==> src/rtl/board_motion_controller_pkg.sv <==
// Constants and state encoding shared by the board controller and pixel_generation.
// The clamp helper keeps the board inside the visible area without wrapping.
package board_motion_controller_pkg;

    localparam int X_MAX        = 639;
    localparam int Y_MAX        = 479;
    localparam int BOARD_WIDTH  = 64;
    localparam int BOARD_HEIGHT = 16;

    localparam logic [9:0] REFRESH_LINE = 10'd481;
    localparam logic [9:0] X_INIT       = 10'd288;
    localparam logic [9:0] BOARD_Y_POS  = 10'd464;

    localparam logic [3:0] SLOW_STEP    = 4'd2;
    localparam logic [3:0] FAST_STEP    = 4'd6;
    localparam logic [3:0] ACCEL_FRAMES = 4'd8;

    // Rightmost legal left edge: the whole board stays on screen.
    localparam logic signed [10:0] X_LIMIT = 11'(X_MAX + 1 - BOARD_WIDTH);

    typedef enum logic [1:0] {
        ST_IDLE = 2'd0,
        ST_SLOW = 2'd1,
        ST_FAST = 2'd2
    } state_e;

    function automatic logic [9:0] clamp_x(input logic signed [10:0] pos);
        logic [9:0] res;
        if (pos < 11'sd0) begin
            res = 10'd0;
        end else if (pos > X_LIMIT) begin
            res = X_LIMIT[9:0];
        end else begin
            res = pos[9:0];
        end
        return res;
    endfunction

endpackage

==> src/rtl/board_motion_controller_if.sv <==
// Button, pixel-counter and board-position signals between the board, VGA timing and pixel generator.
interface board_motion_controller_if;

    logic       btn_l;
    logic       btn_r;
    logic [9:0] x;
    logic [9:0] y;
    logic [9:0] board_x;
    logic [9:0] board_y;
    logic       moving;

    modport master (
        output btn_l, btn_r, x, y,
        input  board_x, board_y, moving
    );

    modport slave (
        input  btn_l, btn_r, x, y,
        output board_x, board_y, moving
    );

endinterface

==> src/rtl/board_motion_controller_frame_tick_gen.sv <==
// One-cycle pulse at the start of vertical refresh; the pixel counters dwell on
// the refresh position for several clocks, so only the rising edge is reported.
module board_motion_controller_frame_tick_gen
    import board_motion_controller_pkg::*;
(
    input  logic       clk,
    input  logic       reset,
    input  logic [9:0] x_i,
    input  logic [9:0] y_i,
    output logic       tick_o
);

    logic raw;
    logic raw_q;

    assign raw = (y_i == REFRESH_LINE) && (x_i == 10'd0);

    always_ff @(posedge clk or posedge reset) begin
        if (reset) begin
            raw_q <= 1'b0;
        end else begin
            raw_q <= raw;
        end
    end

    assign tick_o = raw & ~raw_q;

endmodule

==> src/rtl/board_motion_controller.sv <==
// Steps the paddle left/right once per video frame with slow/fast acceleration.
//   state | meaning
//   IDLE  | no direction held at the last tick, board still
//   SLOW  | moving SLOW_STEP per frame, counting same-direction frames
//   FAST  | held long enough, moving FAST_STEP per frame
module board_motion_controller
    import board_motion_controller_pkg::*;
(
    input  logic                       clk,
    input  logic                       reset,
    board_motion_controller_if.slave   bus
);

    logic [1:0]        sync_l_q;
    logic [1:0]        sync_r_q;
    logic              btn_l_s;
    logic              btn_r_s;
    logic              tick;

    state_e            state_q, state_d;
    logic [3:0]        hold_q, hold_d;
    logic [3:0]        hold_inc;
    logic signed [1:0] last_dir_q, last_dir_d;
    logic signed [1:0] dir;
    logic [9:0]        board_x_q, board_x_d;
    logic [9:0]        board_y_q;
    logic              moving_q;

    logic [3:0]        step;
    logic signed [10:0] pos_cur;
    logic signed [10:0] pos_step;
    logic signed [10:0] pos_sum;

    always_ff @(posedge clk or posedge reset) begin
        if (reset) begin
            sync_l_q <= 2'b00;
            sync_r_q <= 2'b00;
        end else begin
            sync_l_q <= {sync_l_q[0], bus.btn_l};
            sync_r_q <= {sync_r_q[0], bus.btn_r};
        end
    end

    assign btn_l_s = sync_l_q[1];
    assign btn_r_s = sync_r_q[1];

    board_motion_controller_frame_tick_gen u_tick (
        .clk    (clk),
        .reset  (reset),
        .x_i    (bus.x),
        .y_i    (bus.y),
        .tick_o (tick)
    );

    always_comb begin
        dir = 2'sd0;
        if (btn_r_s && !btn_l_s) begin
            dir = 2'sd1;
        end else if (btn_l_s && !btn_r_s) begin
            dir = -2'sd1;
        end
    end

    assign hold_inc = (hold_q == 4'hF) ? hold_q : hold_q + 4'd1;

    always_comb begin
        state_d    = state_q;
        hold_d     = hold_q;
        last_dir_d = last_dir_q;
        step       = 4'd0;
        if (tick) begin
            case (state_q)
                ST_IDLE: begin
                    if (dir != 2'sd0) begin
                        state_d    = ST_SLOW;
                        step       = SLOW_STEP;
                        hold_d     = 4'd1;
                        last_dir_d = dir;
                    end
                end
                ST_SLOW: begin
                    if (dir == 2'sd0) begin
                        state_d = ST_IDLE;
                        hold_d  = 4'd0;
                    end else if (dir != last_dir_q) begin
                        step       = SLOW_STEP;
                        hold_d     = 4'd1;
                        last_dir_d = dir;
                    end else begin
                        step   = SLOW_STEP;
                        hold_d = hold_inc;
                        if (hold_inc >= ACCEL_FRAMES) begin
                            state_d = ST_FAST;
                        end
                    end
                end
                ST_FAST: begin
                    if (dir == 2'sd0) begin
                        state_d = ST_IDLE;
                        hold_d  = 4'd0;
                    end else if (dir != last_dir_q) begin
                        state_d    = ST_SLOW;
                        step       = SLOW_STEP;
                        hold_d     = 4'd1;
                        last_dir_d = dir;
                    end else begin
                        step = FAST_STEP;
                    end
                end
                default: begin
                    state_d = ST_IDLE;
                    hold_d  = 4'd0;
                end
            endcase
        end
    end

    // Signed arithmetic so a left step from near zero clamps instead of wrapping.
    always_comb begin
        pos_cur  = $signed({1'b0, board_x_q});
        pos_step = $signed({7'd0, step});
        if (dir[1]) begin
            pos_sum = pos_cur - pos_step;
        end else begin
            pos_sum = pos_cur + pos_step;
        end
        board_x_d = clamp_x(pos_sum);
    end

    always_ff @(posedge clk or posedge reset) begin
        if (reset) begin
            state_q    <= ST_IDLE;
            hold_q     <= 4'd0;
            last_dir_q <= 2'sd0;
            board_x_q  <= X_INIT;
            board_y_q  <= BOARD_Y_POS;
            moving_q   <= 1'b0;
        end else begin
            state_q    <= state_d;
            hold_q     <= hold_d;
            last_dir_q <= last_dir_d;
            board_x_q  <= board_x_d;
            board_y_q  <= BOARD_Y_POS;
            moving_q   <= (state_d != ST_IDLE);
        end
    end

    assign bus.board_x = board_x_q;
    assign bus.board_y = board_y_q;
    assign bus.moving  = moving_q;

endmodule

==> src/flat_wrapper.sv <==
// flat-port wrapper written by rule: the top's interface ports become plain ports
module board_motion_controller_flat import board_motion_controller_pkg::*;
  (clk, reset, bus_btn_l, bus_btn_r, bus_x, bus_y, bus_board_x, bus_board_y, bus_moving);
  board_motion_controller_if bus_i ();
  input  logic clk;
  input  logic reset;
  input wire logic [$bits(bus_i.btn_l)-1:0] bus_btn_l;
  input wire logic [$bits(bus_i.btn_r)-1:0] bus_btn_r;
  input wire logic [$bits(bus_i.x)-1:0] bus_x;
  input wire logic [$bits(bus_i.y)-1:0] bus_y;
  output wire logic [$bits(bus_i.board_x)-1:0] bus_board_x;
  output wire logic [$bits(bus_i.board_y)-1:0] bus_board_y;
  output wire logic [$bits(bus_i.moving)-1:0] bus_moving;
  assign bus_i.btn_l = bus_btn_l;
  assign bus_i.btn_r = bus_btn_r;
  assign bus_i.x = bus_x;
  assign bus_i.y = bus_y;
  assign bus_board_x = bus_i.board_x;
  assign bus_board_y = bus_i.board_y;
  assign bus_moving = bus_i.moving;
  board_motion_controller u_core (.clk(clk), .reset(reset), .bus(bus_i));
endmodule
==> config.mk <==
export PLATFORM = sky130hd
export DESIGN_NAME = board_motion_controller_flat
export DESIGN_NICKNAME = d
export VERILOG_FILES = /design/src/rtl/board_motion_controller_pkg.sv /design/src/rtl/board_motion_controller_if.sv /design/src/rtl/board_motion_controller_frame_tick_gen.sv /design/src/rtl/board_motion_controller.sv /design/src/flat_wrapper.sv
export SDC_FILE = /design/constraint.sdc
export NUM_CORES = 1
export LEC_CHECK = 0
export ABC_AREA = 1
export CAP_MARGIN = 0
export CELL_PAD_IN_SITES_DETAIL_PLACEMENT = 0
export CELL_PAD_IN_SITES_GLOBAL_PLACEMENT = 1
export CORE_MARGIN = 2
export CORE_UTILIZATION = 45
export DETAILED_ROUTE_END_ITERATION = 8
export DONT_BUFFER_PORTS = 1
export GPL_ROUTABILITY_DRIVEN = 0
export PLACE_DENSITY_LB_ADDON = 0.1
export SLEW_MARGIN = 5
export SYNTH_ARGS = -nofsm -noshare
export SYNTH_HDL_FRONTEND = slang
export SYNTH_SLANG_ARGS = --single-unit
==> constraint.sdc <==
create_clock -name clk -period 4 [get_ports clk]
set_clock_uncertainty 0.1 [all_clocks]
set_input_delay 1 -clock clk [delete_from_list [all_inputs] [get_ports clk]]
set_output_delay 1 -clock clk [all_outputs]
set_load 0.03 [all_outputs]
# Word level (Yosys, flattened, before mapping)
# Index checks and enable logic that the tools add are counted.
[classes]
n_addsub = 3
magnitude_cmp = 3
n_eq_ne = 9
n_mux = 30
bitwise = 2
reduce_logical = 14
[op_table]
columns = ["operator", "count"]
rows = [
  ["4-bit two-way mux", 8],
  ["2-bit two-way mux", 14],
  ["4-bit case mux with 3 select lines", 2],
  ["10-bit two-way mux", 2],
  ["10-bit by 4-bit adder with 11-bit output", 1],
  ["11-bit > comparator (second input constant)", 1],
  ["11-bit by 1-bit < comparator with 1-bit output (second input constant)", 1],
  ["11-bit two-way mux", 1],
  ["10-bit by 4-bit subtractor with 11-bit output", 1],
  ["10-bit by 9-bit == test with 1-bit output (second input constant)", 1],
  ["10-bit logical NOT", 1],
  ["2-bit case mux with 3 select lines", 1],
  ["2-bit nonzero test", 3],
  ["5-bit AND reduction", 1],
  ["4-bit by 1-bit adder with 4-bit output (second input constant)", 1],
  ["4-bit == test (second input constant)", 1],
  ["4-bit greater-or-equal comparator (second input constant)", 1],
  ["2-bit logical NOT", 2],
  ["2-bit by 1-bit != test with 1-bit output (second input constant)", 2],
  ["2-bit case mux with 2 select lines", 1],
  ["1-bit logical AND", 3],
  ["3-bit two-way mux", 1],
  ["3-bit by 1-bit != test with 1-bit output (second input constant)", 1],
  ["3-bit AND reduction", 1],
  ["other kinds (8)", 9],
]
[totals]
regBits = 24
in_bits = 24
output_inout_bits = 21
wordCells = 69

# Depth between registers and ports, before layout
[logic_depth]
ltp_word = 14
mapped_depth = 24
ltp_nobuf = 24

# Modules after synthesis
# From an unflattened synthesis, not the netlist that was laid out.
[hier_totals]
hier_cells = 292
hier_area_um2 = 1931.9
[by_module_without_submodules]
columns = ["module", "n_inst", "cells_per_inst", "area_per_inst_um2", "seq_area_each_um2"]
rows = [
  ["board_motion_controller", 1, 266, 1794.2, 553.0],
  ["board_motion_controller_frame_tick_gen", 1, 26, 137.6, 25.0],
]

# Worst setup path after synthesis
# No wires, ideal clock.
[synth_timing]
path_type = "input-to-reg"
startpoint = "in bus_y[1]"
endpoint = "reg u_core.board_x_q[1] (netlist: u_core.bus.board_x[1])"
setup_time_ns = 0.117
t_arrival_ns = 3.440
required_time_ns = 3.783
slack_ns = 0.343
stages = 22
n_path_buf = 0
path_cell_list = "nor2_1 nand3_1 nor2_1 inv_1 nor3_1 nand3_1 ha_1 nor2_1 inv_1 ha_1 nand2_2 inv_1 nand2_1 nand3_2 nand2_2 nand2_1 nand2_2 nand2_4 nor2_4 nand2_4 nand2_4 nor2_2"
[synth_via]
elab_chain_cells = 9
word_cells_on_any_way = 11
classes_between = "add/sub: 2; order compare: 2; eq/ne: 1; mux: 4; bitwise: 1; reduce/logical: 1"
[synth_lines]
columns = ["element", "line_no", "rtl"]
rows = [
  ["from (decl)", "flat_wrapper.sv:10", "input wire logic [$bits(bus_i.y)-1:0] bus_y;"],
  ["10-bit by 9-bit == test with 1-bit output (*)", "board_motion_controller_frame_tick_gen.sv:16", "assign raw = (y_i == REFRESH_LINE) && (x_i == 10'd0);"],
  ["1-bit logical AND (*)", "board_motion_controller_frame_tick_gen.sv:16", ""],
  ["1-bit bitwise AND (*)", "board_motion_controller_frame_tick_gen.sv:26", "assign tick_o = raw & ~raw_q;"],
  ["4-bit two-way mux (*)", "board_motion_controller.sv:71", "if (tick) begin"],
  ["10-bit by 4-bit adder with 11-bit output / 10-bit by 4-bit subtractor with 11-bit output (equally long branches)", "board_motion_controller.sv:125, board_motion_controller.sv:123", ""],
  ["11-bit two-way mux (*)", "board_motion_controller.sv:122", "if (dir[1]) begin"],
  ["11-bit > comparator", "board_motion_controller_pkg.sv:31", "end else if (pos > X_LIMIT) begin"],
  ["10-bit two-way mux", "board_motion_controller_pkg.sv:31", ""],
  ["10-bit two-way mux (*)", "board_motion_controller_pkg.sv:29", "if (pos < 11'sd0) begin"],
  ["net u_core.board_x_d[1]", "board_motion_controller.sv:25", "logic [9:0] board_x_q, board_x_d;"],
  ["to (signal assigned)", "board_motion_controller.sv:142", "board_x_q <= board_x_d;"],
  ["to (decl)", "board_motion_controller.sv:25", ""],
]
# The timed path passes the listed nets; every way through them passes the cells marked *.
# A chain may end at the register's enable or synchronous reset.

# Worst setup path after layout
[layout_timing]
startpoint = "in bus_y[1]"
endpoint = "reg u_core.board_x_q[1] (netlist: u_core.bus.board_x[1])"
[layout_via]
elab_chain_cells = 9
word_cells_on_any_way = 11
classes_between = "add/sub: 2; order compare: 2; eq/ne: 1; mux: 4; bitwise: 1; reduce/logical: 1"
[layout_lines]
columns = ["element", "line_no", "rtl"]
rows = [
  ["10-bit by 9-bit == test with 1-bit output (*)", "board_motion_controller_frame_tick_gen.sv:16", ""],
  ["1-bit logical AND (*)", "board_motion_controller_frame_tick_gen.sv:16", ""],
  ["net u_core.u_tick.raw", "board_motion_controller_frame_tick_gen.sv:13", "logic raw;"],
  ["1-bit bitwise AND (*)", "board_motion_controller_frame_tick_gen.sv:26", ""],
  ["4-bit two-way mux (*)", "board_motion_controller.sv:71", ""],
  ["10-bit by 4-bit adder with 11-bit output / 10-bit by 4-bit subtractor with 11-bit output (equally long branches)", "board_motion_controller.sv:125, board_motion_controller.sv:123", ""],
  ["11-bit two-way mux (*)", "board_motion_controller.sv:122", ""],
  ["11-bit > comparator", "board_motion_controller_pkg.sv:31", ""],
  ["10-bit two-way mux", "board_motion_controller_pkg.sv:31", ""],
  ["10-bit two-way mux (*)", "board_motion_controller_pkg.sv:29", ""],
  ["net u_core.board_x_d[1]", "board_motion_controller.sv:25", ""],
]
# Marks and branches as above.

==> flow_summary.toml <==
[grt]
grt_pass1_wl_um = 7070
overflow = 0
grt_pass1_vias = 1646
grt_max_degree = 24
antenna_found_initial = 0
grt_usage = 0.177

[cells_and_area]
multi_input_area_um2 = 1160
fin_area_um2 = 2070
diodes = 0
mostFrequentLayoutCells = "nand2_1, inv_1, nor2_1, dfrtp_1, ha_1"
nets = 325
layout-area-overhead-vs-synth_pct = 4.88
mostFrequentLayoutCell = "nand2_1"
fillers = 452
drive_above_1_share = 0.141
seq_area_um2 = 578

[critical_path]
crit_chain = "nor2_1, nand3_1, nor2_1, inv_1, nor2_2, and3_1, inv_1, ha_1, nor2_1, inv_1, ha_1, nand2_1, nor2_1, nand3_1, nand2_1, nand2_1, nand2_1, nand3_1, nand2_4, nand2_4, nor2_2"
cp.required_ns = 4.10
max_stage_delay_ns = 0.44
worstPathMaxFanout = 8
crit_type = "primary input to register"
cp_top_family = "simple AND/OR/NAND/NOR gates"
worst_path_max_delay_cell = "ha_1"
cp-end-kind = "register"
critPathBufInv = 3
worstPathArrival_ns = 3.68
crit_path_start_kind = "primary input"

[die]
pin_count = 45
rows = 24
die-height_um = 70.2
core_um2 = 4290
start_util = 0.460
dieArea_um2 = 4930
die_w_um = 70.2

[clock_tree]
path_clk_slew_ns = 0.09
clockBufferDepth = 2
ctsResizeCount = 0
clkLatencyLatePin_ns = 0.27
cts_made_buffers = 3
cts_tree = "done"
cts_sinks = 23
holdBufCountCts = 0
post-cts-setup-buffers = 0
h-tree-depth = 1
root_buffer = "clkbuf_8"

[synth]
avgSynthCellArea_um2 = 7.10
ys_seq_area_frac = 0.293
synth_top_area_frac = 0.266
synth_cell_types = 34
ys_ff_latch = 23
netlist_area_um2 = 1970
yosysTopAreaCell = "dfrtp_1"
synth.area.top_cells = "dfrtp_1, nand2_1, ha_1"
yosysWarnings = 0
synthCells = 278

[route]
first_pass_iters = 4
vias_per_cell = 4.86
wl_per_cell_um = 11.8
drc_errors = 0
via_count = 1629
drt_iter0_drc = 60
ant_nets = 0
routed_wl_um = 3960

[timing]
slew_headroom = 0.424
slew_viol_final = 0
post-route-min-period_ns = 3.57
rsz0062_at_grt = "false"
finalCritPeriodShare = 0.894
tightest_slew_ns = 0.863
final-setup-viol-count = 0
hold_slack_ns = 0.255
max_clock_freq_mhz = 280
tns_ns = 0
timing.final.hold_violations = 0

[power]
swShare = 0.507
intPower_mw = 0.559
p_per_area_nw_per_um2 = 548
power_switching_mw = 0.575
power_frac_seq = 0.302
ir_drop_uv = 165
p_leak_nw = 1.14
power_mw = 1.13
clockPowerShare = 0.130
comb_power_share = 0.568

[status]
outcome = "completed"

[place]
hpwlAfterDp_um = 3280
port-buffer-count = 0
place_area_um2 = 2010

[run]
maxCapViolCount = 0

[worst_hold_path]
hold_path_class = "register to register"
## stage by stage
stage               std cells  worst slack [ns]   util
finish                    335             0.425  0.482
global route              335            0.0315  0.482
floorplan                 287             0.343      -
CTS                       335             0.298  0.480
global placement          331            0.0720  0.469
detailed placement        331            0.0190  0.469
## state kept, by name, summed over array words and instances, names as in the netlist
| signal | cells |
|---|---|
| u_core.last_dir_q | 2 |
| u_core.u_tick.raw_q | 1 |
| u_core.sync_r_q | 2 |
| u_core.bus.board_x | 9 |
| u_core.bus.moving | 1 |
| u_core.state_q | 2 |
| u_core.sync_l_q | 2 |
| u_core.hold_q | 4 |
## kinds of logic after synthesis
kind of cell,after synthesis,synth area share
adder cells (fa/ha/maj),17,0.108
AO/OA/AOI/OAI,28,0.0932
AND/OR/NAND/NOR,144,0.356
buffers and inverters,63,0.142
other,2,0.00380
flip-flops,23,0.293
XOR/XNOR,1,0.00444
## cell usage after synthesis, drive strengths merged
library cell and count:
buf 11, o22ai 1, dfrtp 21, a22oi 2, and3 1, inv 52, nor4 2, nand3 16
and2 1, a31oi 1, ha 17, conb 2, o21ai 8, nand2 72, nand4 5, o21bai 1
nor2 39, xnor2 1, nor3 4, dfstp 2, a21oi 13, nand3b 4, o2111ai 2
## final cells by class
type | instances | share of cell area
Inverter | 52 | 0.0955
Clock inverter | 1 | 0.00242
Sequential cell | 23 | 0.279
Clock buffer | 3 | 0.0199
Multi-Input combinational cell | 201 | 0.561
Tap cell | 52 | 0.0314
Timing Repair Buffer | 3 | 0.0109
## worst register-to-register path: stages (launching register included)
cell	delay [ns]
dfrtp_1	0.33
inv_1	0.04
ha_1	0.41
nor2_1	0.14
inv_1	0.09
a21oi_1	0.17
and3_1	0.20
inv_1	0.07
ha_1	0.17
nor2_1	0.11
inv_1	0.19
ha_1	0.44
nand2_1	0.14
nor2_1	0.12
nand3_1	0.13
nand2_1	0.10
nand2_1	0.04
nand2_1	0.08
nand3_1	0.13
nand2_4	0.10
nand2_4	0.07
nor2_2	0.08
## path summary, 6_finish.rpt
kind                                              startpoint                         endpoint  slack [ns]  cells past startpoint
worst max-delay path                                bus_y[1]  u_core.bus.board_x[1]$_DFF_PP0_        0.43                     21
worst min-delay path            u_core.sync_l_q[0]$_DFF_PP0_     u_core.sync_l_q[1]$_DFF_PP0_        0.26                      0
worst max register to register  u_core.sync_r_q[1]$_DFF_PP0_  u_core.bus.board_x[1]$_DFF_PP0_        0.50                     21
worst min register to register  u_core.sync_l_q[0]$_DFF_PP0_     u_core.sync_l_q[1]$_DFF_PP0_        0.26                      0
max in group asynchronous                              reset  u_core.bus.board_x[1]$_DFF_PP0_        2.58                      1
min in group asynchronous                              reset     u_core.hold_q[2]$_DFFE_PP0P_        0.69                      1
## metal layers
metal | GRT usage | vias to the layer above | part of all wire
li1 | - | 865 | -
met5 | 0 | - | 0
met1 | 0.216 | 733 | 0.44
met2 | 0.316 | 22 | 0.51
met4 | 0.0748 | 0 | 0.025
met3 | 0.0188 | 9 | 0.026
## power by group through the flow
| stage | clock (mW) | combinational, mW | sequential (mW) |
|---|---|---|---|
| final | 0.147 | 0.645 | 0.342 |
| after global routing | 0.163 | 0.748 | 0.347 |
| after CTS | 0.152 | 0.644 | 0.343 |
| after detailed placement | 0 | 0.641 | 0.348 |
| after global placement | 0 | 0.642 | 0.347 |
| after floorplan | 0 | 0.544 | 0.341 |
(Power assumes the default switching activity.)
